**src/rtl/alu_bus_sequencer.sv**
```systemverilog
// Bus-side sequencer for the 8-bit Acc/MQ/DR shift-add datapath: loads operands, runs INS until RDY, reads back.
// Optional EXEC timeout abort is compiled in with `define ALU_SEQ_TIMEOUT_EN.
module alu_bus_sequencer #(
  parameter int unsigned TIMEOUT = 64
) (
  input  logic       clock,
  input  logic       reset,
  input  logic       req_valid,
  output logic       req_ready,
  input  logic [2:0] req_op,
  input  logic [7:0] req_a,
  input  logic [7:0] req_b,
  output logic       resp_valid,
  input  logic       resp_ready,
  output logic [7:0] resp_acc,
  output logic [7:0] resp_mq,
  output logic       resp_err,
  output logic       busy,
  output logic [2:0] INS,
  output logic       LDAcc,
  output logic       LDMQ,
  output logic       LDDR,
  output logic       STAcc,
  output logic       STMQ,
  output logic       STDR,
  output logic       TESTMODE,
  output logic [7:0] inBUS,
  input  logic [7:0] outBUS,
  input  logic       RDY
);

  typedef enum logic [2:0] {
    S_IDLE, S_LD_DR, S_LD_MQ, S_CLR_ACC, S_EXEC, S_RD_ACC, S_RD_MQ, S_DONE
  } state_t;

  if (TIMEOUT < 2 || TIMEOUT > 255) begin : g_timeout_range
    $error("alu_bus_sequencer: TIMEOUT must be in 2..255");
  end

  state_t     state_q, state_d;
  logic [2:0] op_q, op_d;
  logic [7:0] a_q, a_d, b_q, b_d;
  logic [7:0] cnt_q, cnt_d;
  logic [7:0] acc_q, acc_d, mq_q, mq_d;
  logic       err_q, err_d;

  logic       req_ready_q, req_ready_d;
  logic       busy_q, busy_d;
  logic       resp_valid_q, resp_valid_d;
  logic [2:0] ins_q, ins_d;
  logic       ldacc_q, ldacc_d, ldmq_q, ldmq_d, lddr_q, lddr_d;
  logic       stacc_q, stacc_d, stmq_q, stmq_d;
  logic [7:0] inbus_q, inbus_d;

  logic       rdy_seen;
  logic       timeout_hit;

  // RDY is only trusted once the datapath has had one full EXEC cycle to react.
  assign rdy_seen = RDY && (cnt_q != 8'd0);

`ifdef ALU_SEQ_TIMEOUT_EN
  localparam logic [8:0] TIMEOUT_LIM = 9'(TIMEOUT);
  assign timeout_hit = (({1'b0, cnt_q} + 9'd1) == TIMEOUT_LIM);
`else
  assign timeout_hit = 1'b0;
`endif

  always_comb begin
    state_d = state_q;
    op_d    = op_q;
    a_d     = a_q;
    b_d     = b_q;
    cnt_d   = cnt_q;
    acc_d   = acc_q;
    mq_d    = mq_q;
    err_d   = err_q;
    case (state_q)
      S_IDLE: begin
        if (req_valid && req_ready_q) begin
          op_d    = req_op;
          a_d     = req_a;
          b_d     = req_b;
          err_d   = 1'b0;
          state_d = S_LD_DR;
        end
      end
      S_LD_DR:   state_d = S_LD_MQ;
      S_LD_MQ:   state_d = S_CLR_ACC;
      S_CLR_ACC: begin
        cnt_d   = 8'd0;
        state_d = S_EXEC;
      end
      S_EXEC: begin
        cnt_d = (cnt_q == 8'hFF) ? cnt_q : cnt_q + 8'd1;
        if (rdy_seen) begin
          state_d = S_RD_ACC;
        end else if (timeout_hit) begin
          err_d   = 1'b1;
          state_d = S_RD_ACC;
        end
      end
      S_RD_ACC: begin
        acc_d   = outBUS;
        state_d = S_RD_MQ;
      end
      S_RD_MQ: begin
        mq_d    = outBUS;
        state_d = S_DONE;
      end
      S_DONE: begin
        if (resp_ready) state_d = S_IDLE;
      end
      default: state_d = S_IDLE;
    endcase

    // Outputs are decoded from the next state so the registered copies line up with state_q.
    req_ready_d  = (state_d == S_IDLE);
    busy_d       = (state_d != S_IDLE);
    resp_valid_d = (state_d == S_DONE);
    lddr_d       = (state_d == S_LD_DR);
    ldmq_d       = (state_d == S_LD_MQ);
    ldacc_d      = (state_d == S_CLR_ACC);
    stacc_d      = (state_d == S_RD_ACC);
    stmq_d       = (state_d == S_RD_MQ);
    ins_d        = ((state_d == S_EXEC) || (state_d == S_RD_ACC)) ? op_d : 3'd0;
    inbus_d      = 8'h00;
    if (state_d == S_LD_DR) inbus_d = a_d;
    if (state_d == S_LD_MQ) inbus_d = b_d;
  end

  always_ff @(posedge clock or posedge reset) begin
    if (reset) begin
      state_q      <= S_IDLE;
      op_q         <= 3'd0;
      a_q          <= 8'h00;
      b_q          <= 8'h00;
      cnt_q        <= 8'h00;
      acc_q        <= 8'h00;
      mq_q         <= 8'h00;
      err_q        <= 1'b0;
      req_ready_q  <= 1'b0;
      busy_q       <= 1'b0;
      resp_valid_q <= 1'b0;
      ins_q        <= 3'd0;
      ldacc_q      <= 1'b0;
      ldmq_q       <= 1'b0;
      lddr_q       <= 1'b0;
      stacc_q      <= 1'b0;
      stmq_q       <= 1'b0;
      inbus_q      <= 8'h00;
    end else begin
      state_q      <= state_d;
      op_q         <= op_d;
      a_q          <= a_d;
      b_q          <= b_d;
      cnt_q        <= cnt_d;
      acc_q        <= acc_d;
      mq_q         <= mq_d;
      err_q        <= err_d;
      req_ready_q  <= req_ready_d;
      busy_q       <= busy_d;
      resp_valid_q <= resp_valid_d;
      ins_q        <= ins_d;
      ldacc_q      <= ldacc_d;
      ldmq_q       <= ldmq_d;
      lddr_q       <= lddr_d;
      stacc_q      <= stacc_d;
      stmq_q       <= stmq_d;
      inbus_q      <= inbus_d;
    end
  end

  assign req_ready  = req_ready_q;
  assign busy       = busy_q;
  assign resp_valid = resp_valid_q;
  assign resp_acc   = acc_q;
  assign resp_mq    = mq_q;
`ifdef ALU_SEQ_TIMEOUT_EN
  assign resp_err   = err_q;
`else
  assign resp_err   = 1'b0;
`endif
  assign INS        = ins_q;
  assign LDAcc      = ldacc_q;
  assign LDMQ       = ldmq_q;
  assign LDDR       = lddr_q;
  assign STAcc      = stacc_q;
  assign STMQ       = stmq_q;
  assign STDR       = 1'b0;
  assign TESTMODE   = 1'b0;
  assign inBUS      = inbus_q;

endmodule

```
**config.mk**
```make
export PLATFORM = sky130hd
export DESIGN_NAME = alu_bus_sequencer
export DESIGN_NICKNAME = d
export VERILOG_FILES = /design/src/rtl/alu_bus_sequencer.sv
export SDC_FILE = /design/constraint.sdc
export NUM_CORES = 1
export LEC_CHECK = 0
export BUFFER_PORTS_ARGS = -buffer_cell sky130_fd_sc_hd__buf_2
export CORE_ASPECT_RATIO = 1.5
export CORE_MARGIN = 3
export CORE_UTILIZATION = 45
export CTS_BUF_LIST = sky130_fd_sc_hd__clkbuf_4 sky130_fd_sc_hd__clkbuf_8
export CTS_CLUSTER_SIZE = 28
export DETAILED_ROUTE_END_ITERATION = 8
export GPL_TIMING_DRIVEN = 0
export PLACE_DENSITY = 0.71
export SETUP_SLACK_MARGIN = 0.05
export SYNTH_ARGS = -nofsm -noshare
export SYNTH_HDL_FRONTEND = slang
export SYNTH_SLANG_ARGS = --single-unit
```
**constraint.sdc**
```tcl
create_clock -name clock -period 1.65 [get_ports clock]
set_clock_uncertainty 0.05 [all_clocks]
set_input_delay 0.0825 -clock clock [delete_from_list [all_inputs] [get_ports clock]]
set_output_delay 0.0825 -clock clock [all_outputs]
set_load 0.01 [all_outputs]
```
==> results.yml, run 1 <==
global_route:
  overflow: 0
  grt_first_pass_wirelength_um: 8020
  grt_util_all_layers: 0.173
  antenna_found_initial: 0
  grt_pass1_vias: 1780
  grt_start_max_net_pins: 39
clocking:
  cts_sinks: 57
  clk_pin_slew_ns: 0.06
  cts_made_buffers: 9
  clockBufferDepth: 2
  ctsRootBufferMaster: "clkbuf_8"
  clk_latency_ns: 0.33
  htreeDepth: 3
  cts_tree: "built"
logic_synthesis:
  synthesis.area_um2: 2380
  yosysSeqAreaShare: 0.599
  yosys_most_used_dff: "dfrtp_1"
  synth_compound_area_frac: 0.0762
  synth_fa_ha_area_frac: 0.0105
  synth_area_leaders: "dfrtp_1 (60%), mux2_2 (13%), a22o_1 (2.9%), buf_4 (1.6%), mux2i_1 (1.3%)"
  synth_common_cells: "dfrtp_1 (57), mux2_2 (27), a22o_1 (8), inv_1 (8)"
  ys_seq_elements: 57
  synth_area_per_cell_um2: 13.4
  synth_xor_area_frac: 0
  synth_warnings: 0
  netlist.area_leader.share: 0.599
  synth_top_family_by_area: "multiplexers"
  async_flop_share: 1.00
  yosysMostFrequentCell: "dfrtp_1"
  synthCells: 178
  yosysUniqueCellTypes: 42
  synthMuxAreaShare: 0.151
  synthSimpleGateAreaFrac: 0.117
  synth_edf_count: 0
  synth_top_cell_by_area: "dfrtp_1"
routing:
  wl_met1_um: 2100
  ant_nets: 0
  via_count: 1802
  met2_length_um: 2690
  highest_layer: "met4"
  drt_iter0_drc: 83
  wl_um: 5190
  post-route-drc-count: 0
  viasPerCell: 4.91
  wl_per_cell_um: 14.1
  wl_met3_um: 261
  drt_pass1_iterations: 4
sta:
  setup_violations: 0
  hold_violations: 0
  fmax_mhz: 643
  finalMaxSlewViolations: 0
  period_share: 0.943
  min_period_ns: 1.56
  rsz0062_at_grt: "yes"
setup_path:
  r2r_slack_ns: 0.09
  end_kind: "register"
  r2r_start: "cnt_q[0]"
  cp-start-kind: "register"
  reg2reg_depth: 5
  timing.rr.end: "cnt_q[2]"
  worstSetupPathType: "reg -> reg"
  crit_fanout: 6
  cp.arrival_ns: 1.74
  worst_ep_required_time_ns: 1.84
placed_design:
  gp_congestion: 0.804
  io_buffers: 66
  hpwl_um: 3360
  placed_area_um2: 2820
floorplan:
  num_rows: 31
  coreArea_um2: 4960
  initial_core_util: 0.480
  dieArea_um2: 6220
  die_w_um: 65.4
  pin_count: 70
  die_h_um: 95.1
power_and_ir_drop:
  p_leak_nw: 1.78
  power.density_nw_per_um2: 1550
  vdd_drop_max_v: 0.000837
  p_total_mw: 5.36
worst_hold_path:
  hold_depth: 4
  hp-class: "in -> reg"
  min_from: "RDY"
  min_to: "STAcc"
layout:
  diodes: 0
  final_nets: 330
  synthToLayoutAreaGrowth_pct: 44.7
  drive_above_1_share: 0.462
  final_design_area_no_fill_um2: 3450
run:
  maxCapViolations: 0
run_status:
  status: "finished, final reports clean"
## metal layers
| layer | vias to the layer above | GRT usage |
|---|---|---|
| li1 | 867 | - |
| met1 | 859 | 0.197 |
| met2 | 60 | 0.291 |
| met3 | 16 | 0.0519 |
| met4 | 0 | 0.0882 |
| met5 | - | 0 |
## final cells by class
cell class,count,area [µm²]
fillers,365,1520
flip-flops and latches,57,1430
multi-input cells,103,893
repair buffers,105,708
clock buffers,11,145
plain buffers,12,83.8
well taps,66,82.6
clock inverters,5,78.8
inverters,8,30.0
## sequential cells by signal, summed over array words and instances, names as in the netlist, 3 cells and up
| register | count |
|---|---|
| state_q | 3 |
| INS | 3 |
| b_q | 8 |
| resp_acc | 8 |
| resp_mq | 8 |
| op_q | 3 |
| inBUS | 8 |
| cnt_q | 8 |
## cell usage in the layout (no fill, tap or decap), drive strengths merged, types with 3 or more instances in the layout
master,Yosys,layout
a21oi,5,5
a22o,8,8
and4,3,3
buf,11,87
clkbuf,1,12
clkinv,0,3
conb,1,3
dfrtp,57,57
dlygate4sd3,0,29
inv,8,8
mux2,29,29
mux2i,3,3
nand2,6,6
nand4,3,3
nor2,6,6
nor2b,4,4
nor3,3,3
nor3b,4,4
o21ai,3,3
## worst max-delay path, stage by stage (launching register included)
cell	delay, ns
dfrtp_1	0.37
ha_2	0.24
nand4_1	0.21
buf_4	0.20
o2111a_1	0.23
nor3_1	0.16
## metrics by stage
| stage | cells | util | TNS, ns | hold slack, ns | setup WS [ns] |
|---|---|---|---|---|---|
| final | 367 | 0.695 | 0 | 0.102 | 0.0939 |
| after global routing | 367 | 0.695 | 0 | 0.0885 | 0.00966 |
| after CTS | 364 | 0.683 | 0 | 0.0851 | 0.0454 |
| after detailed placement | 313 | 0.569 | -0.0697 | 0.0549 | -0.0393 |
| after global placement | 312 | 0.565 | -33.33 | 0.240 | -0.586 |
| after floorplan | 180 | - | 0 | 0.120 | 0.118 |
## timing repair
action                                 CTS  global route
resized for setup                        4             8
endpoints found under the hold margin   55             0
pin swaps                                3             2
hold buffers                            29             0
gates cloned                             1             0
setup endpoints to repair               11            25
setup buffers                            5             3
## worst max path at each step
stage | startpoint | to | slack (ns)
floorplan | reset | INS[0] | 0.12
global placement | reset | cnt_q[7] | -0.59
detailed placement | cnt_q[0] | cnt_q[1] | -0.04
CTS | cnt_q[0] | cnt_q[2] | 0.05
global route | cnt_q[1] | cnt_q[2] | 0.01
finish | cnt_q[0] | cnt_q[2] | 0.09
## cell families after synthesis
family / count (synthesis)
buffers and inverters: 20
adder cells (fa/ha/maj): 2
other: 1
multiplexers: 32
AND/OR/NAND/NOR: 42
AO/OA/AOI/OAI: 24
flip-flops: 57
## report_power, final
| group | internal [mW] | switching, mW |
|---|---|---|
| Clock | 0.905 | 0.527 |
| Sequential | 1.82 | 0.252 |
| Combinational | 0.975 | 0.879 |
| Total | 3.70 | 1.66 |
No activity file was read; power rests on OpenSTA's default activity.
==> run 2: changes to the inputs <==
--- a/config.mk
+++ b/config.mk
@@ -13,7 +13,7 @@
 export CTS_CLUSTER_SIZE = 28
 export DETAILED_ROUTE_END_ITERATION = 8
 export GPL_TIMING_DRIVEN = 0
-export PLACE_DENSITY = 0.71
+export PLACE_DENSITY = 0.68
 export SETUP_SLACK_MARGIN = 0.05
 export SYNTH_ARGS = -nofsm -noshare
 export SYNTH_HDL_FRONTEND = slang
==> constraint.sdc (replaced) <==
create_clock -name clock -period 1.9 [get_ports clock]
set_clock_uncertainty 0.05 [all_clocks]
set_input_delay 0.095 -clock clock [delete_from_list [all_inputs] [get_ports clock]]
set_output_delay 0.095 -clock clock [all_outputs]
set_load 0.01 [all_outputs]
==> results.yml, run 2 (same netlist as run 1, synthesis figures left out) <==
layout:
  drive_above_1_share: 0.442
  synthToLayoutAreaGrowth_pct: 38.7
  fillers: 394
  final_common_cell: "buf_2"
  diodes: 0
  layout_common_cells: "buf_2 (71), dfrtp_1 (57), dlygate4sd3_1 (29), mux2_2 (27), clkbuf_8 (9)"
  final_nets: 321
clocking:
  cts_resized: 0
  cts_made_buffers: 9
  cts_tree: "built"
  clk_pin_slew_ns: 0.06
  clockBufferDepth: 2
  htreeDepth: 3
  post_cts.repair.setup_buffers: 0
  cts_sinks: 57
  ctsRootBufferMaster: "clkbuf_8"
  clk_latency_ns: 0.33
floorplan:
  dieArea_um2: 6220
  initial_core_util: 0.480
  die_h_um: 95.1
  coreArea_um2: 4960
  num_rows: 31
  pin_count: 70
  die_w_um: 65.4
routing:
  wl_per_cell_um: 14.3
  drt_iter0_drc: 88
  ant_nets: 0
  wl_um: 5120
  viasPerCell: 4.93
  via_count: 1766
  post-route-drc-count: 0
  drt_pass1_iterations: 4
sta:
  finalMaxSlewViolations: 0
  period_share: 0.896
  min_period_ns: 1.70
  rsz0062_at_grt: "no"
  finalWorstSetupSlack_ns: 0.197
  tightest_slew_ns: 0.647
  fmax_mhz: 587
  setup_violations: 0
  maxSlewHeadroom: 0.567
  hold_violations: 0
power_and_ir_drop:
  p_total_mw: 4.33
  p_leak_nw: 1.70
  power.density_nw_per_um2: 1310
  vdd_drop_max_v: 0.000759
setup_path:
  max_stage_delay_ns: 0.37
  startpoint: "state_q[0]"
  cpLargestDelayFamily: "buffers and inverters"
  cp.arrival_ns: 1.86
  slowest_stage: "nor4_2"
  worstSetupPathType: "reg -> reg"
  end_kind: "register"
  path_buf_inv: 2
  r2r_start: "state_q[0]"
  crit_fanout: 10
  worst_ep_required_time_ns: 2.06
  worstPathCellList: "buf_2 -> nor4_2 -> buf_4 -> mux2_2"
  cp-start-kind: "register"
  r2r_slack_ns: 0.20
placed_design:
  dp_worst_setup_slack_ns: 0.214
  io_buffers: 66
  hpwl_um: 3220
  gp_congestion: 0.792
worst_hold_path:
  hp-class: "in -> reg"
  min_from: "RDY"
global_route:
  grt_start_max_net_pins: 34
  antenna_found_initial: 0
  grt_first_pass_wirelength_um: 8270
  met1_usage: 0.205
  grt_util_all_layers: 0.176
  top_usage_layer: "met2"
  overflow: 0
  grt_pass1_vias: 1811
  grt.met2_usage: 0.296
  met3_usage: 0.0554
run:
  maxCapViolations: 0
run_status:
  status: "finished, final reports clean"
==> run 2: changes by cell type in the layout (fill, tap and decap cells not counted), moves of 2 or more <==
| cell | before | now |
|---|---|---|
| buf_4 | 14 | 5 |
| clkinv_2 | 2 | 4 |
| mux2_2 | 24 | 27 |
| mux2_4 | 4 | 1 |
==> run 2: timing repair <==
action	in CTS	in global routing
hold endpoints to repair	60	0
hold buffers	29	0
setup endpoints to repair	0	0
==> run 2: final timing paths <==
| kind | end | cells after the start |
|---|---|---|
| worst min-delay path | STAcc | 4 |
| worst min register to register | op_q[1] | 1 |
| min in group asynchronous | resp_mq[1] | 3 |
| max in group asynchronous | cnt_q[2] | 4 |
| worst max-delay path | b_q[1] | 4 |
| worst max register to register | b_q[1] | 4 |
==> run 2: layout make-up <==
cell class | count | area, µm² | share of cell area
Buffer | 12 | 77.6 | 0.0235
Clock buffer | 10 | 131 | 0.0398
Clock inverter | 6 | 58.8 | 0.0178
Inverter | 8 | 30.0 | 0.00909
Multi-Input combinational cell | 103 | 856 | 0.259
Sequential cell | 57 | 1430 | 0.432
Tap cell | 66 | 82.6 | 0.0250
Timing Repair Buffer | 96 | 641 | 0.194
==> run 2: worst register-to-register path: stages, from the launching register on <==
cell and delay [ns]:
dfrtp_1 0.35, buf_2 0.18, nor4_2 0.37, buf_4 0.27
mux2_2 0.37
==> run 2: where the power goes <==
part	switching, mW	internal (mW)	total (mW)
Clock	0.456	0.612	1.07
Combinational	0.726	0.750	1.48
Sequential	0.208	1.58	1.79
Total	1.39	2.94	4.33
==> run 2: stage by stage <==
step                TNS [ns]  utilization  cell area, µm²  hold WS (ns)  instances
global placement      -19.23        0.565            2800         0.255        312
CTS                        0        0.665            3300         0.120        358
detailed placement         0        0.569            2820         0.116        313
floorplan                  0            -            2390         0.132        180
global route               0        0.665            3300         0.131        358
finish                     0        0.665            3300         0.134        358
==> run 2: per-layer routing <==
metal	up-vias	routed length (µm)
met5	-	0
met4	0	92
met3	10	285
met2	60	2680
met1	852	2060
li1	844	-
==> run 3: changes to the inputs <==
==> constraint.sdc (replaced) <==
create_clock -name clock -period 1.6 [get_ports clock]
set_clock_uncertainty 0.05 [all_clocks]
set_input_delay 0.08 -clock clock [delete_from_list [all_inputs] [get_ports clock]]
set_output_delay 0.08 -clock clock [all_outputs]
set_load 0.01 [all_outputs]
==> results.yml, run 3 (same netlist as run 1, synthesis figures left out) <==
routing:
  drt_pass1_iterations: 4
  ant_nets: 0
  via_count: 1785
  wl_per_cell_um: 14.3
  post-route-drc-count: 0
  drt_iter0_drc: 79
  viasPerCell: 4.89
  wl_um: 5240
layout:
  final_util: 0.693
  fin_cells: 365
  drive_above_1_share: 0.478
  synthToLayoutAreaGrowth_pct: 44.4
  diodes: 0
  layout_common_cells: "buf_2 (69), dfrtp_1 (54), dlygate4sd3_1 (29), mux2_2 (21), buf_4 (12)"
  final_nets: 328
  final_common_cell: "buf_2"
floorplan:
  coreArea_um2: 4960
  die_h_um: 95.1
  die_w_um: 65.4
  dieArea_um2: 6220
  pin_count: 70
  num_rows: 31
  initial_core_util: 0.480
setup_path:
  worst_ep_required_time_ns: 1.76
  r2r_slack_ns: 0.06
  end_kind: "register"
  cp-start-kind: "register"
  cp.depth: 4
  timing.rr.end: "b_q[2]"
  startpoint: "state_q[1]"
  slowest_stage: "dfrtp_2"
  cp.arrival_ns: 1.70
  max_stage_delay_ns: 0.44
  worstPathCellList: "nor4_4 -> buf_4 -> buf_6 -> mux2_2"
  r2r_start: "state_q[1]"
  crit_end: "b_q[2]"
  worstSetupPathType: "reg -> reg"
  reg2reg_depth: 4
  crit_fanout: 5
  cpLargestDelayFamily: "flip-flops"
  path_buf_inv: 2
power_and_ir_drop:
  p_leak_nw: 1.76
  power.density_nw_per_um2: 1550
  vdd_drop_max_v: 0.000838
  seqPwrFrac: 0.403
  swShare: 0.323
  p_comb_frac: 0.359
  pwr-share-clk: 0.238
  switchingPower_mw: 1.73
  internal_power_mw: 3.62
global_route:
  overflow: 0
  met1_usage: 0.211
  top_usage_layer: "met2"
  grt_start_max_net_pins: 34
  grt.met2_usage: 0.302
  met3_usage: 0.0519
  grt_pass1_vias: 1845
  grt_util_all_layers: 0.180
  antenna_found_initial: 0
  grt_first_pass_wirelength_um: 8420
placed_design:
  hpwl_um: 3220
  io_buffers: 66
  gp_congestion: 0.792
  dp_cells: 313
sta:
  setup_violations: 0
  whs_ns: 0.123
  maxSlewHeadroom: 0.656
  tightest_slew_ns: 0.516
  fmax_mhz: 651
  finalMaxSlewViolations: 0
  period_share: 0.960
  hold_violations: 0
  rsz0062_at_grt: "yes"
  min_period_ns: 1.54
clocking:
  clockBufferDepth: 2
  cts_tree: "built"
  ctsRootBufferMaster: "clkbuf_8"
  htreeDepth: 3
  cts_sinks: 57
  cts_made_buffers: 9
  clk_pin_slew_ns: 0.06
  clk_latency_ns: 0.33
worst_hold_path:
  hp-class: "in -> reg"
run:
  maxCapViolations: 0
run_status:
  status: "finished, final reports clean"
## run 3: changes by cell type in the layout (fill, tap and decap cells not counted), moves of 2 or more
cell,previous run,this run
buf_2,71,69
buf_4,5,12
clkbuf_4,1,3
dfrtp_1,57,54
dfrtp_2,0,3
mux2_2,27,21
mux2_4,1,7
## run 3: area by class of cell
class,instances,area [µm²]
fill,376,1520
clock inverter,6,58.8
buffer,10,71.3
clock buffer,10,131
inverter,8,30.0
multi-input combinational,103,925
tap,66,82.6
sequential,57,1430
timing repair buffer,105,712
## run 3: worst register-to-register path, delay by kind of cell (launching register included)
family / cells / cell delay [ns]
and+or+nand+nor: 1 / 0.26
buffers and inverters: 2 / 0.32
DFF: 1 / 0.44
muxes: 1 / 0.34
## run 3: through the flow
step	cell area (µm²)	total power [mW]	TNS [ns]	worst slack [ns]
after detailed placement	2820	3.85	-0.565	-0.0861
after CTS	3390	5.31	0	0.0226
after floorplan	2390	3.28	0	0.0704
after global routing	3440	5.68	0	0.0242
after global placement	2800	3.80	-35.91	-0.625
final	3440	5.34	0	0.0643
## run 3: how the worst min path moves through the flow
stage	from	endpoint	slack, ns	depth (start not counted)
2_1_floorplan	resp_ready	resp_valid	0.12	1
3_5_place_dp	reset	resp_acc[1]	0.10	2
3_3_place_gp	resp_ready	resp_valid	0.24	2
6_report	RDY	STAcc	0.12	4
4_1_cts	RDY	STAcc	0.11	4
5_1_grt	RDY	STAcc	0.12	4
## run 3: what timing repair did
| action | CTS | global route |
|---|---|---|
| buffers inserted | 4 | 4 |
| endpoints found under the setup margin | 20 | 29 |
| pin swaps | 3 | 2 |
| hold endpoints to repair | 60 | 0 |
| hold buffers | 29 | 0 |
| resized for setup | 12 | 11 |
| gates cloned | 1 | 0 |
## run 3: per-layer routing
metal	up-vias	routed length [µm]
li1	857	-
met1	848	2120
met2	72	2760
met3	8	306
met4	0	53
met5	-	0
## run 3: power by group through the flow
stage / Clock, mW / Combinational (mW) / Sequential (mW)
2_1_floorplan: 0 / 1.02 / 2.26
3_5_place_dp: 0 / 1.70 / 2.14
4_1_cts: 1.31 / 1.86 / 2.14
5_1_grt: 1.38 / 2.09 / 2.22
6_report: 1.27 / 1.92 / 2.15
3_3_place_gp: 0 / 1.67 / 2.13
